## config.mk

```make
export PLATFORM = sky130hd
export DESIGN_NAME = cmp_branch_pred
export DESIGN_NICKNAME = d
export VERILOG_FILES = /design/src/rtl/cmp_branch_pred.sv
export SDC_FILE = /design/constraint.sdc
export NUM_CORES = 1
export LEC_CHECK = 0
export BUFFER_PORTS_ARGS = -buffer_cell sky130_fd_sc_hd__buf_2
export CAP_MARGIN = 20
export CORE_MARGIN = 5
export CORE_UTILIZATION = 49
export CTS_BUF_LIST = sky130_fd_sc_hd__clkbuf_8 sky130_fd_sc_hd__clkbuf_16
export CTS_CLUSTER_DIAMETER = 120
export CTS_CLUSTER_SIZE = 30
export DETAILED_ROUTE_END_ITERATION = 8
export PLACE_DENSITY = 0.91
export SETUP_SLACK_MARGIN = 0.05
export SLEW_MARGIN = 20
export SYNTH_ARGS = -nofsm -noshare
export SYNTH_HDL_FRONTEND = slang
export SYNTH_SLANG_ARGS = --single-unit
```

## constraint.sdc

```tcl
create_clock -name clk_i -period 2.9 [get_ports clk_i]
set_clock_uncertainty 0.05 [all_clocks]
set_input_delay 0.58 -clock clk_i [delete_from_list [all_inputs] [get_ports clk_i]]
set_output_delay 0.58 -clock clk_i [all_outputs]
set_load 0.01 [all_outputs]
```

## src/rtl/cmp_branch_pred.sv

```systemverilog
// Branch-resolution unit for the D stage.
// Evaluates six compare ops and waits in WAIT while forwarded operands are
// still pending. A table of 2-bit saturating counters, indexed by the low
// word-address bits of the PC, supplies the predicted direction. Each resolved
// outcome is flagged as a mispredict when it differs from that prediction.
//
// state | meaning
// ------+-------------------------------------------------------------
// IDLE  | ready for a branch; resolves at once when operands are final
// WAIT  | branch accepted, holding until the required operands are final
module cmp_branch_pred #(
    parameter int WIDTH    = 32,
    parameter int PC_WIDTH = 32,
    parameter int IDX_BITS = 4
) (
    input  logic                clk_i,
    input  logic                rst_ni,
    input  logic                req_valid_i,
    output logic                req_ready_o,
    input  logic [2:0]          req_op_i,
    input  logic [PC_WIDTH-1:0] req_pc_i,
    input  logic [WIDTH-1:0]    cmp_in1_i,
    input  logic [WIDTH-1:0]    cmp_in2_i,
    input  logic                in1_avail_i,
    input  logic                in2_avail_i,
    input  logic                flush_i,
    output logic                pred_taken_o,
    output logic                stall_o,
    output logic                res_valid_o,
    output logic                res_taken_o,
    output logic                res_mispredict_o
);

    localparam int ENTRIES = 1 << IDX_BITS;

    localparam logic [2:0] OP_BEQ  = 3'b000;
    localparam logic [2:0] OP_BNE  = 3'b001;
    localparam logic [2:0] OP_BLEZ = 3'b010;
    localparam logic [2:0] OP_BGTZ = 3'b011;
    localparam logic [2:0] OP_BLTZ = 3'b100;
    localparam logic [2:0] OP_BGEZ = 3'b101;

    typedef enum logic {
        S_IDLE = 1'b0,
        S_WAIT = 1'b1
    } state_t;

    state_t                state_q;
    logic [2:0]            op_q;
    logic [IDX_BITS-1:0]   idx_q;
    logic                  pred_q;
    logic                  res_valid_q;
    logic                  res_taken_q;
    logic                  res_mispredict_q;
    logic [1:0]            cnt_q [ENTRIES];

    logic                  in_idle;
    logic [2:0]            eval_op;
    logic [IDX_BITS-1:0]   req_idx;
    logic [IDX_BITS-1:0]   eval_idx;
    logic                  eval_pred;
    logic                  need_in2;
    logic                  ops_ready;
    logic                  fire;
    logic                  cond;
    logic                  in1_neg;
    logic                  in1_zero;
    logic [1:0]            cnt_d;

    // Only the word-address bits that form the index are used for the lookup.
    logic unused_pc;
    assign unused_pc = ^{req_pc_i[PC_WIDTH-1:IDX_BITS+2], req_pc_i[1:0]};

    // Select the branch being resolved this cycle: the live request in IDLE,
    // the latched one in WAIT. Operand values are always taken live.
    always_comb begin
        in_idle   = (state_q == S_IDLE);
        req_idx   = req_pc_i[IDX_BITS+1:2];
        eval_op   = in_idle ? req_op_i : op_q;
        eval_idx  = in_idle ? req_idx  : idx_q;
        eval_pred = in_idle ? pred_taken_o : pred_q;
        need_in2  = (eval_op == OP_BEQ) || (eval_op == OP_BNE);
        ops_ready = in1_avail_i && (!need_in2 || in2_avail_i);
        fire      = !flush_i && (in_idle ? req_valid_i : 1'b1) && ops_ready;
    end

    // Branch condition; sign comes from the operand MSB.
    always_comb begin
        in1_neg  = cmp_in1_i[WIDTH-1];
        in1_zero = (cmp_in1_i == '0);
        cond     = 1'b0;
        case (eval_op)
            OP_BEQ:  cond = (cmp_in1_i == cmp_in2_i);
            OP_BNE:  cond = (cmp_in1_i != cmp_in2_i);
            OP_BLEZ: cond = in1_neg || in1_zero;
            OP_BGTZ: cond = !in1_neg && !in1_zero;
            OP_BLTZ: cond = in1_neg;
            OP_BGEZ: cond = !in1_neg;
            default: cond = 1'b0;
        endcase
    end

    // Saturating next value for the counter being trained.
    always_comb begin
        cnt_d = cnt_q[eval_idx];
        if (cond) begin
            if (cnt_q[eval_idx] != 2'b11) cnt_d = cnt_q[eval_idx] + 2'd1;
        end else begin
            if (cnt_q[eval_idx] != 2'b00) cnt_d = cnt_q[eval_idx] - 2'd1;
        end
    end

    // Sequencing FSM with registered result outputs.
    always_ff @(posedge clk_i or negedge rst_ni) begin
        if (!rst_ni) begin
            state_q          <= S_IDLE;
            op_q             <= 3'b000;
            idx_q            <= '0;
            pred_q           <= 1'b0;
            res_valid_q      <= 1'b0;
            res_taken_q      <= 1'b0;
            res_mispredict_q <= 1'b0;
        end else begin
            res_valid_q      <= fire;
            res_mispredict_q <= fire && (cond ^ eval_pred);
            if (fire) res_taken_q <= cond;
            if (flush_i) begin
                state_q <= S_IDLE;
            end else begin
                case (state_q)
                    S_IDLE: begin
                        if (req_valid_i) begin
                            op_q   <= req_op_i;
                            idx_q  <= req_idx;
                            pred_q <= pred_taken_o;
                            if (!ops_ready) state_q <= S_WAIT;
                        end
                    end
                    S_WAIT: begin
                        if (ops_ready) state_q <= S_IDLE;
                    end
                    default: state_q <= S_IDLE;
                endcase
            end
        end
    end

    // Predictor table: trained only by a branch that actually resolves.
    always_ff @(posedge clk_i or negedge rst_ni) begin
        if (!rst_ni) begin
            for (int i = 0; i < ENTRIES; i++) cnt_q[i] <= 2'b01;
        end else if (fire) begin
            cnt_q[eval_idx] <= cnt_d;
        end
    end

    assign pred_taken_o     = cnt_q[req_pc_i[IDX_BITS+1:2]][1];
    assign req_ready_o      = (state_q == S_IDLE);
    assign stall_o          = (state_q == S_WAIT);
    assign res_valid_o      = res_valid_q;
    assign res_taken_o      = res_taken_q;
    assign res_mispredict_o = res_mispredict_q;

endmodule
```

==> results of run 1 <==
-- kinds of logic after synthesis --
group,after synthesis,share of synthesized area
AO/OA/AOI/OAI,34,0.0912
XOR/XNOR,33,0.102
adder cells (fa/ha/maj),2,0.00793
buffers and inverters,11,0.0251
flip-flops,44,0.395
multiplexers,52,0.254
AND/OR/NAND/NOR,70,0.126
-- worst paths after layout --
check                                 start      endpoint  slack [ps]  depth (start not counted)
worst max-delay path            req_pc_i[2]  pred_taken_o          80                          6
worst min-delay path                 rst_ni      cnt_q[3]         200                          1
worst max register to register      stall_o     cnt_q[25]         130                          7
worst min register to register  res_taken_o   res_taken_o         470                          1
max in group asynchronous            rst_ni       stall_o        2190                          1
min in group clk_i              res_taken_o   res_taken_o         470                          1
-- layout make-up --
cell class / instances / area, um^2 / share of cell area
tap: 72 / 90.1 / 0.0256
multi-input combinational: 191 / 1650 / 0.470
clock inverter: 2 / 38.8 / 0.0110
sequential: 44 / 1120 / 0.319
inverter: 5 / 18.8 / 0.00533
timing repair buffer: 95 / 510 / 0.145
clock buffer: 6 / 82.6 / 0.0235
-- sequential cells by signal, indices dropped and copies added, names as in the netlist --
register and cells:
stall_o 1, idx_q 4, res_mispredict_o 1, pred_q 1
cnt_q 32, res_valid_o 1, op_q 3, res_taken_o 1
-- layout by cell type, fill, tap and decap left out, types with 2 or more instances in the layout --
cell type | netlist | layout
nor3_1 | 4 | 4
dfrtp_2 | 0 | 2
or3_1 | 2 | 2
mux4_2 | 1 | 4
xnor2_1 | 32 | 32
nor4_1 | 10 | 10
buf_4 | 2 | 14
mux2_4 | 2 | 2
nand4_1 | 11 | 11
mux2i_1 | 3 | 3
buf_2 | 0 | 81
dfstp_2 | 16 | 16
a21oi_1 | 2 | 2
o22ai_1 | 8 | 8
nand2_1 | 7 | 7
mux2_2 | 38 | 38
and3_1 | 2 | 2
mux4_1 | 8 | 5
nor3b_1 | 2 | 2
o21ai_0 | 5 | 5
dfrtp_1 | 28 | 26
o21a_1 | 2 | 2
inv_1 | 4 | 4
maj3_2 | 2 | 2
clkbuf_8 | 0 | 6
nor2_1 | 27 | 27
a31oi_1 | 2 | 2
-- metal layers --
layer  track usage  vias up  wire length [um]
met1         0.254     1216              2970
met4        0.0719        0               198
li1              -     1124                 -
met5             0        -                 0
met3        0.0576       29               667
met2         0.373      150              4100
-- where the power goes --
group | total [W] | switching, W | internal [W]
clock | 0.000507 | 0.000225 | 0.000282
sequential | 0.000865 | 0.0000925 | 0.000773
combinational | 0.000542 | 0.000252 | 0.000290
total | 0.00191 | 0.000569 | 0.00134
-- worst max-delay path: stages --
cell and delay, ps:
buf_2 90, buf_4 120, buf_4 140, mux4_1 570
mux4_2 520, buf_2 170
-- stage by stage --
step	hold WS (ps)	util	total power, W	instances	setup WS, ps
after floorplan	234	-	0.00120	246	62.7
after global placement	439	0.608	0.00136	407	11.0
after detailed placement	444	0.608	0.00140	407	-54.1
after CTS	406	0.630	0.00191	415	89.3
after global routing	246	0.631	0.00200	415	51.6
final	204	0.631	0.00191	415	77.1
==> flow_summary.json, run 1 <==
{
  "status": "complete, no violations",
  "final-hold-violation-count": 0,
  "grt_pass1_wl_um": 12400,
  "hold_class": "in -> async",
  "ys_ff_latch": 44,
  "cts_setup_buffers": 0,
  "dieArea_mm2": 0.00742,
  "ioPinCount": 111,
  "start_util": 0.510,
  "async_reset_ff_frac": 1.00,
  "synth_seq_area_share": 0.395,
  "ant_nets": 0,
  "synth_fp_nets": 351,
  "end_kind": "output pin",
  "cts-root-buf": "clkbuf_8",
  "gr-total-overflow": 0,
  "drc": 0,
  "diodes": 0,
  "cts_buffers": 5,
  "port_buffers": 82,
  "postCtsHoldBufs": 0,
  "slew_headroom": 0.616,
  "routed-via-count": 2519,
  "fillCellCount": 414,
  "cp-start-kind": "primary input",
  "ir_drop_mv": 0.278,
  "yosysUniqueCellTypes": 47,
  "fp.dieH_um": 86.2,
  "syn_area_mm2": 0.00284,
  "clock_sinks": 44,
  "slew_violations": 0,
  "maxClockFrequency_ghz": 0.354,
  "static-leakage-power_nw": 1.54,
  "drtIter0Drc": 224,
  "syn_area_per_cell_um2": 11.6,
  "grt_usage": 0.214,
  "fp.dieW_um": 86.2,
  "drt-pass1-iter-count": 5,
  "synth-edff-count": 0,
  "vias_per_cell": 6.07,
  "setup_viol": 0,
  "rows": 27,
  "synthCells": 246,
  "grt_pass1_vias": 2534,
  "antenna_found_initial": 0,
  "synth_common_cells": "38 x mux2_2, 32 x xnor2_1, 28 x dfrtp_1, 27 x nor2_1, 16 x dfstp_2",
  "fin_tns_setup_ps": 0,
  "ys_top_cells_by_area": "dfrtp_1 25%, mux2_2 15%, dfstp_2 15%",
  "h-tree-depth": 2,
  "power_density_mw_per_mm2": 544,
  "grt_setup_unrepaired": "false",
  "worst_slew_pin_slew_ps": 570,
  "core-area_mm2": 0.00557,
  "yosysMostFrequentCell": "mux2_2",
  "drive_gt1_frac": 0.507,
  "routabilityCongestion": 0.885,
  "synth_top_area_cell": "dfrtp_1",
  "clk_path_buf_depth": 2,
  "worstPathArrival_ps": 2190,
  "required_ps": 2270,
  "post_cts_resized": 1,
  "dpl-instance-area_mm2": 0.00339,
  "drt_wl_total_um": 7940,
  "clk_pin_slew_ps": 90,
  "tritoncts": "built",
  "grt_max_degree": 45,
  "yosys_most_used_dff": "dfrtp_1",
  "insertion_delay_ps": 310,
  "drv_cap": 0,
  "synth_top_area_share": 0.247,
  "fin_crit_sh": 0.973,
  "finalCriticalPeriod_ps": 2820,
  "critPathKind": "in -> out",
  "wl_per_cell_um": 19.1,
  "ys_warn_count": 0,
  "fin_nets": 447,
  "place_hpwl_um": 6000,
  "path_max_fanout": 4,
  "final_area_mm2": 0.00352,
  "area_growth_pct": 23.8
}
(Power assumes the default switching activity.)
==> inputs of run 2 (changes only) <==
--- a/config.mk
+++ b/config.mk
@@ -7,8 +7,10 @@
 export LEC_CHECK = 0
 export BUFFER_PORTS_ARGS = -buffer_cell sky130_fd_sc_hd__buf_2
 export CAP_MARGIN = 20
+export CELL_PAD_IN_SITES_DETAIL_PLACEMENT = 1
+export CELL_PAD_IN_SITES_GLOBAL_PLACEMENT = 1
 export CORE_MARGIN = 5
-export CORE_UTILIZATION = 49
+export CORE_UTILIZATION = 37
 export CTS_BUF_LIST = sky130_fd_sc_hd__clkbuf_8 sky130_fd_sc_hd__clkbuf_16
 export CTS_CLUSTER_DIAMETER = 120
 export CTS_CLUSTER_SIZE = 30
==> run 2 against run 1 <==
Compared with the run above: the flow now finishes with violations (setup timing); non-clock buffer count is 3 higher; cell count is 8.0% higher; setup slack worse by 79 ps; global-route usage is 1.5 points lower; sequential share of layout area is 0.55 points lower; design area is 1.6% higher; clock power is 13% lower; largest cell class unchanged; largest power group unchanged; highest routed layer unchanged.
==> flow_summary.json, run 2 (synthesized netlist as in run 1, its figures left out) <==
{
  "status": "complete, but fails checks",
  "violations": "setup timing",
  "clk_pin_slew_ps": 100,
  "area_growth_pct": 25.8,
  "slew_headroom": 0.593,
  "worstPathArrival_ps": 3030,
  "grt_pass1_vias": 2816,
  "core-area_mm2": 0.00761,
  "stdcell_count": 448,
  "layout_commonest_cell": "buf_2",
  "worst_slew_pin_slew_ps": 604,
  "grt_max_degree": 45,
  "clk_path_buf_depth": 2,
  "clock_sinks": 44,
  "critPathLaunch": "stall_o",
  "r2r-start": "stall_o",
  "antenna_found_initial": 0,
  "path_max_fanout": 16,
  "fp.dieH_um": 97.6,
  "dieArea_mm2": 0.00953,
  "cts-root-buf": "clkbuf_8",
  "finalCriticalPeriod_ps": 2900,
  "hold_class": "in -> async",
  "worst_hold_slack_ps": 201,
  "final_area_mm2": 0.00358,
  "fin_crit_sh": 1.00,
  "fp.dieW_um": 97.6,
  "setup_slack_ps": -1.95,
  "cp-start-kind": "flop",
  "drt-pass1-iter-count": 4,
  "power_density_mw_per_mm2": 535,
  "grt_setup_unrepaired": "true",
  "grt_pass1_wl_um": 15100,
  "largest_register_ffs": 32,
  "insertion_delay_ps": 320,
  "vias_per_cell": 5.86,
  "end_kind": "flop",
  "grt_usage": 0.199,
  "drive_gt1_frac": 0.503,
  "tritoncts": "built",
  "rows": 32,
  "start_util": 0.374,
  "port_buffers": 82,
  "routed-via-count": 2627,
  "slew_violations": 0,
  "final-hold-violation-count": 0,
  "r2r_slack_ps": -2,
  "gr-total-overflow": 0,
  "static-leakage-power_nw": 1.56,
  "place_hpwl_um": 7630,
  "mostFrequentLayoutCells": "81 x buf_2, 38 x mux2_2, 32 x xnor2_1, 27 x nor2_1, 27 x dfrtp_1",
  "ir_drop_mv": 0.197,
  "cpMaxStageDelayCell": "mux4_2",
  "h-tree-depth": 2,
  "ioPinCount": 111,
  "ant_nets": 0,
  "diodes": 0,
  "fin_nets": 450,
  "drc": 0,
  "critPathKind": "reg -> reg",
  "wl_per_cell_um": 23.4,
  "drt_wl_total_um": 10500,
  "dpl-instance-area_mm2": 0.00341,
  "slowest_delay_ps": 590,
  "setup_viol": 1,
  "required_ps": 3030,
  "routabilityCongestion": 0.919,
  "cts_buffers": 5,
  "path_cells": "buf_4 > a21oi_4 > mux4_2 > o22a_1 > and3_1 > maj3_4 > mux2_2",
  "maxClockFrequency_ghz": 0.345,
  "drv_cap": 0,
  "top_regs": "cnt_q x32, idx_q x4, op_q x3",
  "top_register": "cnt_q",
  "drtIter0Drc": 86,
  "postCtsHoldBufs": 0,
  "dp_cells": 435
}
-- run 2: layout make-up --
type	instances	area, um^2
Fill cell	864	4030
Clock buffer	7	96.3
Tap cell	102	128
Multi-Input combinational cell	191	1670
Timing Repair Buffer	98	533
Sequential cell	44	1120
Inverter	5	18.8
Clock inverter	1	3.75
-- run 2: critical path, delay by kind of cell (launching register included) --
family          cells  cell delay [ps]
compound gates      2              490
fa+ha+maj           1              450
buf+inv             1              170
flops               1              500
mux                 2              890
simple gates        1              220
-- run 2: where the power goes --
part	switching, W	total, W	internal [W]
sequential	0.000112	0.000884	0.000772
clock	0.000226	0.000440	0.000215
combinational	0.000289	0.000589	0.000301
-- run 2: worst paths after layout --
| path | end | cells past startpoint |
|---|---|---|
| worst max-delay path | cnt_q[17] | 7 |
| worst min-delay path | cnt_q[5] | 1 |
| worst max register to register | cnt_q[17] | 7 |
| worst min register to register | res_taken_o | 1 |
| max in group asynchronous | stall_o | 1 |
| min in group clk_i | res_taken_o | 1 |
-- run 2: timing repair --
| action | 4_1_cts | 5_1_grt |
|---|---|---|
| endpoints found under the setup margin | 20 | 32 |
| setup buffers | 1 | 4 |
| gates resized for setup | 1 | 4 |
-- run 2: per-stage QoR --
stage	setup slack, ps	TNS, ps	util	total power, W
after floorplan	62.7	0	-	0.00120
after global placement	-45.3	-1010	0.448	0.00137
after detailed placement	-167	-4070	0.448	0.00143
after CTS	54.2	0	0.463	0.00186
after global routing	-30.8	-552	0.470	0.00200
final	-1.95	-1.95	0.470	0.00191
-- run 2: routing by layer --
metal  vias up  global-route usage  wire [um]  share of wire
met2       132               0.346       5380           0.51
met1      1324               0.233       4010           0.38
met5         -                   0          0              0
met3        37              0.0488        667          0.064
li1       1134                   -          -              -
met4         0              0.0831        435          0.041
